## config.mk

```make
export PLATFORM = sky130hd
export DESIGN_NAME = uart_cmd_sched
export DESIGN_NICKNAME = d
export VERILOG_FILES = /design/src/rtl/uart_cmd_sched.sv
export SDC_FILE = /design/constraint.sdc
export NUM_CORES = 1
export LEC_CHECK = 0
export ABC_AREA = 1
export CAP_MARGIN = 0
export CORE_MARGIN = 1
export CORE_UTILIZATION = 42
export CTS_CLUSTER_SIZE = 28
export DETAILED_ROUTE_END_ITERATION = 12
export RECOVER_POWER = 25
export REMOVE_ABC_BUFFERS = 1
export SYNTH_ARGS = -nofsm -noshare
export SYNTH_HDL_FRONTEND = slang
export SYNTH_SLANG_ARGS = --single-unit
```

## constraint.sdc

```tcl
create_clock -name in_clk -period 1.8 [get_ports in_clk]
set_input_delay 0.27 -clock in_clk [delete_from_list [all_inputs] [get_ports in_clk]]
set_output_delay 0.27 -clock in_clk [all_outputs]
set_load 0.005 [all_outputs]
```

## src/rtl/uart_cmd_sched.sv

```systemverilog
// Command sequencer between UART RX and TX: collects header+payload byte pairs,
// updates the config register or streams a response through the TX handshake.
module uart_cmd_sched #(
    parameter int FRAME_SIZE    = 1,
    parameter int CLKS_PER_BIT  = 87,
    parameter int TIMEOUT_BYTES = 4
) (
    input  logic                  in_clk,
    input  logic                  in_rst,
    input  logic                  rx_dv,
    input  logic [7:0]            rx_byte,
    input  logic [FRAME_SIZE-1:0] in_message,
    input  logic                  tx_active,
    input  logic                  tx_done,
    output logic                  tx_dv,
    output logic [7:0]            tx_byte,
    output logic [7:0]            cfg_reg,
    output logic                  cfg_valid,
    output logic                  busy,
    output logic                  cmd_err
);

    localparam int NB           = (FRAME_SIZE + 7) / 8;
    localparam int SW           = NB * 8;
    localparam int TIMEOUT_CLKS = CLKS_PER_BIT * 10 * TIMEOUT_BYTES;
    localparam int TW           = $clog2(TIMEOUT_CLKS + 1);

    typedef enum logic [2:0] {
        IDLE,
        GET_PAY,
        EXEC,
        SEND,
        WAIT_DONE
    } state_t;

    state_t          state;
    logic [1:0]      op;
    logic [5:0]      arg;
    logic [7:0]      payload;
    logic [7:0]      resp;
    logic [SW-1:0]   snap;
    logic [TW-1:0]   timer;
    logic [6:0]      remaining;

    always_ff @(posedge in_clk) begin
        if (in_rst) begin
            state     <= IDLE;
            op        <= '0;
            arg       <= '0;
            payload   <= '0;
            resp      <= '0;
            snap      <= '0;
            timer     <= '0;
            remaining <= '0;
            tx_dv     <= 1'b0;
            tx_byte   <= '0;
            cfg_reg   <= '0;
            cfg_valid <= 1'b0;
            busy      <= 1'b0;
            cmd_err   <= 1'b0;
        end else begin
            tx_dv     <= 1'b0;
            cfg_valid <= 1'b0;
            cmd_err   <= 1'b0;
            case (state)
                IDLE: begin
                    if (rx_dv) begin
                        op    <= rx_byte[7:6];
                        arg   <= rx_byte[5:0];
                        timer <= '0;
                        busy  <= 1'b1;
                        state <= GET_PAY;
                    end
                end
                GET_PAY: begin
                    // A payload arriving on the expiry cycle still completes the command.
                    if (rx_dv) begin
                        payload <= rx_byte;
                        state   <= EXEC;
                    end else if (timer == TW'(TIMEOUT_CLKS - 1)) begin
                        cmd_err <= 1'b1;
                        busy    <= 1'b0;
                        state   <= IDLE;
                    end else begin
                        timer <= timer + TW'(1);
                    end
                end
                EXEC: begin
                    cmd_err <= rx_dv;
                    case (op)
                        2'b00: begin
                            cfg_reg   <= payload;
                            cfg_valid <= 1'b1;
                            resp      <= 8'hA5;
                            remaining <= 7'd1;
                        end
                        2'b01: begin
                            snap      <= SW'(in_message);
                            remaining <= 7'(NB);
                        end
                        2'b10: begin
                            resp      <= payload;
                            remaining <= {1'b0, arg} + 7'd1;
                        end
                        default: begin
                            resp      <= 8'h5A;
                            remaining <= 7'd1;
                            cmd_err   <= 1'b1;
                        end
                    endcase
                    state <= SEND;
                end
                SEND: begin
                    cmd_err <= rx_dv;
                    if (!tx_active) begin
                        tx_dv   <= 1'b1;
                        tx_byte <= (op == 2'b01) ? snap[7:0] : resp;
                        state   <= WAIT_DONE;
                    end
                end
                WAIT_DONE: begin
                    cmd_err <= rx_dv;
                    if (tx_done) begin
                        snap      <= snap >> 8;
                        remaining <= remaining - 7'd1;
                        if (remaining == 7'd1) begin
                            busy  <= 1'b0;
                            state <= IDLE;
                        end else begin
                            state <= SEND;
                        end
                    end
                end
                default: begin
                    busy  <= 1'b0;
                    state <= IDLE;
                end
            endcase
        end
    end

endmodule

```

; ---- After elaboration in Yosys (flattened, before gate mapping)
; Cells that the tools add are included.
; Widths: inputs -> output; s select.
[totals]
reg_bits = 74
input_bits = 14
output_inout_bits = 20
[classes]
bitwise = 5
addsub = 3
n_mux = 31
n_eq_ne = 17
reduce_logical = 19
[op_table]
columns = cell, count
row1 = $mux 12, 3
row2 = $mux 8, 3
row3 = $pmux 12 s2, 1
row4 = $pmux 8 s3, 1
row5 = $ne 2x2->1 const B, 8
row6 = $pmux 8 s2, 1
row7 = $mux 3, 5
row8 = $pmux 3 s5, 1
row9 = $mux 7, 2
row10 = $pmux 7 s2, 1
row11 = $add 12x1->12 const B, 1
row12 = $eq 12x12->1 const B, 1
row13 = $reduce_and 2->1, 6
row14 = $mux 1, 10
row15 = $reduce_and 4->1, 2
row16 = $reduce_or 2->1, 4
row17 = $add 6x1->7 const B, 1
row18 = $eq 7x1->1 const B, 1
row19 = $sub 7x1->7 const B, 1
row20 = $eq 3x2->1 const B, 2
row21 = $reduce_and 6->1, 1
row22 = $not 1->1, 5
row23 = $pmux 1 s4, 1
row24 = $reduce_bool 2->1, 2
row25 = other kinds (11), 11

; ---- Depth between registers and ports, before layout
[logic_depth]
depth_word = 4
ltp_mapped = 10
mapped_depth_nobuf = 10

; ---- Worst setup path after synthesis
; OpenSTA, ideal clock, no wires.
[synth_timing]
path_type = register to register
startpoint = reg timer[0]
endpoint = reg timer[8]
stages_incl_launch_ff = 10
arrival_time_ns = 1.283
slack_ns = 0.402
cell_sequence = dfxtp_1 ha_1 nand2_1 nor2_1 nand3_1 nand2_2 nand2_4 buf_6 a21oi_1 nor2_1
[synth_via]
elab_chain_len = 4
elab_cells_between_ends = 7
classes_between = add/sub: 1 / eq/ne: 2 / mux: 3 / reduce/logical: 1
[synth_rtl]
columns = element, line_no
row1 = "start, declared", 42  ; logic [TW-1:0] timer;
row2 = "start signal, assigned", 85  ; timer <= timer + TW'(1);
row3 = $add 12x1->12, 85
row4 = $mux 12, 80  ; end else if (timer == TW'(TIMEOUT_CLKS - 1)) begin
row5 = $mux 12, 77  ; if (rx_dv) begin
row6 = $pmux 12 s2, 65  ; case (state)
; Several ways; a longest one is shown, not always the timed one. The select of a mux whose other input is x is not followed.
; A chain may end at the register's enable or synchronous reset.

; ---- Final worst setup path
[layout_timing]
startpoint = reg state[0]
endpoint = reg op[1]
[layout_via]
elab_chain_len = 2
[layout_rtl]
columns = element, line_no
row1 = "start, declared", 36  ; state_t state;
row2 = "start signal, assigned", 47  ; state <= IDLE;
row3 = "start signal, assigned", 72  ; state <= GET_PAY;
row4 = "start signal, assigned", 79  ; state <= EXEC;
row5 = $logic_not 3->1, 65
row6 = $reduce_and 2->1 (no source line), --
row7 = "end signal, assigned", 68  ; op <= rx_byte[7:6];
row8 = "end, declared", 37  ; logic [1:0] op;
; No other way between the ends.

==> results.md <==
- The relative contribution of sequential cells to total power is 39.0%.
- The run finished with clean final reports.
- The number of clock sinks is 67.
- The clock passes through at most 2 buffers.
- Of the available clock period, the critical path in the final layout requires 91.1%.
- After floorplanning, the core was sized to cover 7290 µm².
- Yosys printed 0 warnings.
- After synthesis, flip-flops and latches occupy 42.1% of the total area.
- In the final layout, flip-flops and latches occupy 1340 µm².
- Ranked by flip-flop count, first place goes to timer.
- The number of hold violations in the final report is 0.
- Dividing total power by cell area gives a power density of 1370 nW/µm².
- The required time of the worst setup path is 2020 ps.
- The total setup violations reported at the end of the flow is 0.
- The mean cell area of the mapped netlist is 7.00 µm².
- The analysis attributes to net switching a power of 2.08 mW.
- The post-detailed-route DRC marker count is 0.
- After filler insertion, the fill cell instance count of the layout stands at 789.
- The H-tree was split into 3 levels.
- The post-synthesis instance area is 3180 µm².
- The area growth from synthesis to final layout is 20.6%.
- In this run, synthesis produced a sequential element count of 67.
- The class of the worst hold path is reg -> reg.
- Post-CTS timing repair inserted 0 buffers for setup.
- The combined global-route utilization of all metal layers is 21.1%.
- The number of placement rows is 31.
- For this run, the post-layout net count is 512.
- The flip-flop count of the largest register, all copies and words added is 12.
- Counting flops with an async set or reset pin after synthesis yields a share of 0%.
- For this design, the CTS-stage hold fixing added 0 buffers.
- The cell count after placement is 582.
- Yosys mapped a number of flops with a built-in enable equal to 0.
- At the end of routability-driven placement, the weighted congestion stood at 0.873.
- The floorplan step defined a die boundary enclosing 7930 µm².
- The average routed wire per standard cell is 12.4 µm.
- The smallest clock period supported by the final layout is computed as 1640 ps.
- In the final layout, the multi-input gates occupy 1590 µm².
- The predominant post-synthesis flop cell is dfxtp_1.
- The synthesized instance count is 455.
- Setup repair after global routing left no endpoint under its margin.
- The count of final max-slew check failures is 0.
- The synthesized netlist contains 31 unique library cells.
- The cell sitting at the root of the clock tree is a clkbuf_8.
- Clock-pin slew was measured on the worst setup and hold paths at 80 ps.
- Leaving out fill and tap cells, the most frequent cells in the layout are nand2_1, dfxtp_1, nor2_1, o21ai_0, nand3_1.
- The setup slack at placement is 95.1 ps.
- The accumulated negative setup slack is 0 ps.
- The worst setup skew after layout is 8.46 ps.
- The headroom to the max-slew limit is 74.5%.
- In this run the worst path has a maximum fanout of 14.
- The post-route worst hold slack is 469 ps.
- The wire-length estimate of the detail-placed layout is 5450 µm.
- The clock insertion delay at the later pin of the skew report is 340 ps.
- STA classifies the critical path endpoint as a flop.
- The remaining antenna violation count after routing is 0.
- The number of iterations in the first detailed-routing pass is 5.
- The DRC violation total after the first TritonRoute iteration is 160.
- Setup slack closes at 161 ps.
- TritonCTS built the clock tree.
- The cell area after placement is 3640 µm².
- The setup check on the worst reg-to-reg path leaves a slack of 160 ps.
- The measured slew at the worst slew-check pin is 382 ps.
- Summing all non-filler instances in the final layout gives an area of 3840 µm².
- At the end of the flow the core is filled with cells to 52.6%.
- Once the floorplan was initialized, standard cells occupied 43.7% of the core.
- In this run switching power makes up 39.6% of total power.
- For this design the static power due to leakage is 1.58 nW.
- The total overflow reported by the global router is 0.
- The first-pass GRT wire length is 12700 µm.
- Input and output buffers added on the ports amount to 33.
- Across the run, the number of max-cap violations was 0.
- The critical path is of the reg -> reg type.
- The count of non-filler cells in the finished layout is 598.
- The via total after detailed routing is 2939.
- The highest clock frequency the design can meet is 610 MHz.
- Cell internal power was estimated by the tool at 3.17 mW.
- The via count of the first global-routing pass is 2695.
- Total power for the finished layout comes to 5.25 mW.
- The startpoint class of the critical path is a flop.
- In this run, the combinational gates consume 36.8% of the power.
- The die height is 89.1 µm.
- Counting the buffers created by CTS gives 9.
- The number of antenna violations at the first check in global routing was 0.
- The maximum number of pins on one net before global-route repair is 48.
- The die width is 89.1 µm.
- The average vias per placed instance is 4.91.
- The repair_antennas step left the layout with diodes totalling 0.
- Cells with a size suffix above 1 make up 10.2% of the layout.
- Summed over all layers, the routed wires come to 7440 µm.
- Per report_power, the clock group accounts for 24.2% of the total.
- Leaving out fill and tap cells, the most frequent cell in the layout is nand2_1.
- The number of resized instances in the post-cts repair step is 0.
- The maximum resistive drop on vdd is 0.671 mV.
- The boundary pin count is 34.
- The worst endpoint data arrival time is 1860 ps.
## synth_stat cells (4+ instances only)
cell type,n,area [µm²]
nor2_2,5,31.3
ha_1,4,50.1
a21oi_1,39,195
dfxtp_1,67,1340
nand2_2,9,56.3
nor3_1,4,20.0
inv_1,41,154
o21ai_0,50,250
nand2_1,81,304
buf_2,5,25.0
nand3_2,4,40.0
clkbuf_1,5,18.8
nand3_1,48,240
nor2_1,63,236
inv_2,8,30.0
## cells by family (layout without fill, tap and decap cells)
| kind of cell | Yosys count | in the layout | synth area share (%) |
|---|---|---|---|
| flip-flops | 67 | 67 | 42.1 |
| AO/OA/AOI/OAI | 96 | 96 | 15.5 |
| AND/OR/NAND/NOR | 225 | 225 | 32.5 |
| XOR/XNOR | 1 | 1 | 0.275 |
| buffers and inverters | 62 | 106 | 7.98 |
| adder cells (fa/ha/maj) | 4 | 4 | 1.57 |
## path summary, 6_finish.rpt
| path | cells after the start | from | endpoint |
|---|---|---|---|
| min | 2 | resp[7] | resp[7] |
| max reg2reg | 7 | state[0] | op[1] |
| max | 7 | state[0] | op[1] |
| min reg2reg | 2 | resp[7] | resp[7] |
## layout make-up
class | count | area share (%)
Sequential cell | 67 | 35.0
Clock buffer | 9 | 3.23
Clock inverter | 7 | 1.99
Multi-Input combinational cell | 326 | 41.5
Timing Repair Buffer | 41 | 10.3
Inverter | 49 | 4.79
Tap cell | 99 | 3.23
## worst max-delay path, stage by stage (launching register included)
cell	delay, ps
dfxtp_1	370
inv_1	150
nand2_1	80
nor2_2	170
nand2_1	190
clkbuf_2	270
o21ai_0	220
a21oi_1	60
## layer usage
metal / up-vias / wire [µm] / track usage [%]
li1: 1563 / - / -
met1: 1315 / 3570 / 27.3
met2: 57 / 3520 / 35.6
met3: 4 / 295 / 4.52
met4: 0 / 60 / 6.06
met5: - / 0 / 0
## power by group through the flow
| stage | clock [mW] | combinational (mW) | sequential [mW] |
|---|---|---|---|
| floorplan | 0 | 1.42 | 2.03 |
| global placement | 0 | 1.93 | 2.08 |
| detailed placement | 0 | 1.96 | 2.08 |
| CTS | 1.31 | 1.97 | 2.05 |
| global route | 1.37 | 2.24 | 2.10 |
| finish | 1.27 | 1.93 | 2.05 |
No activity file was read; power rests on OpenSTA's default activity.
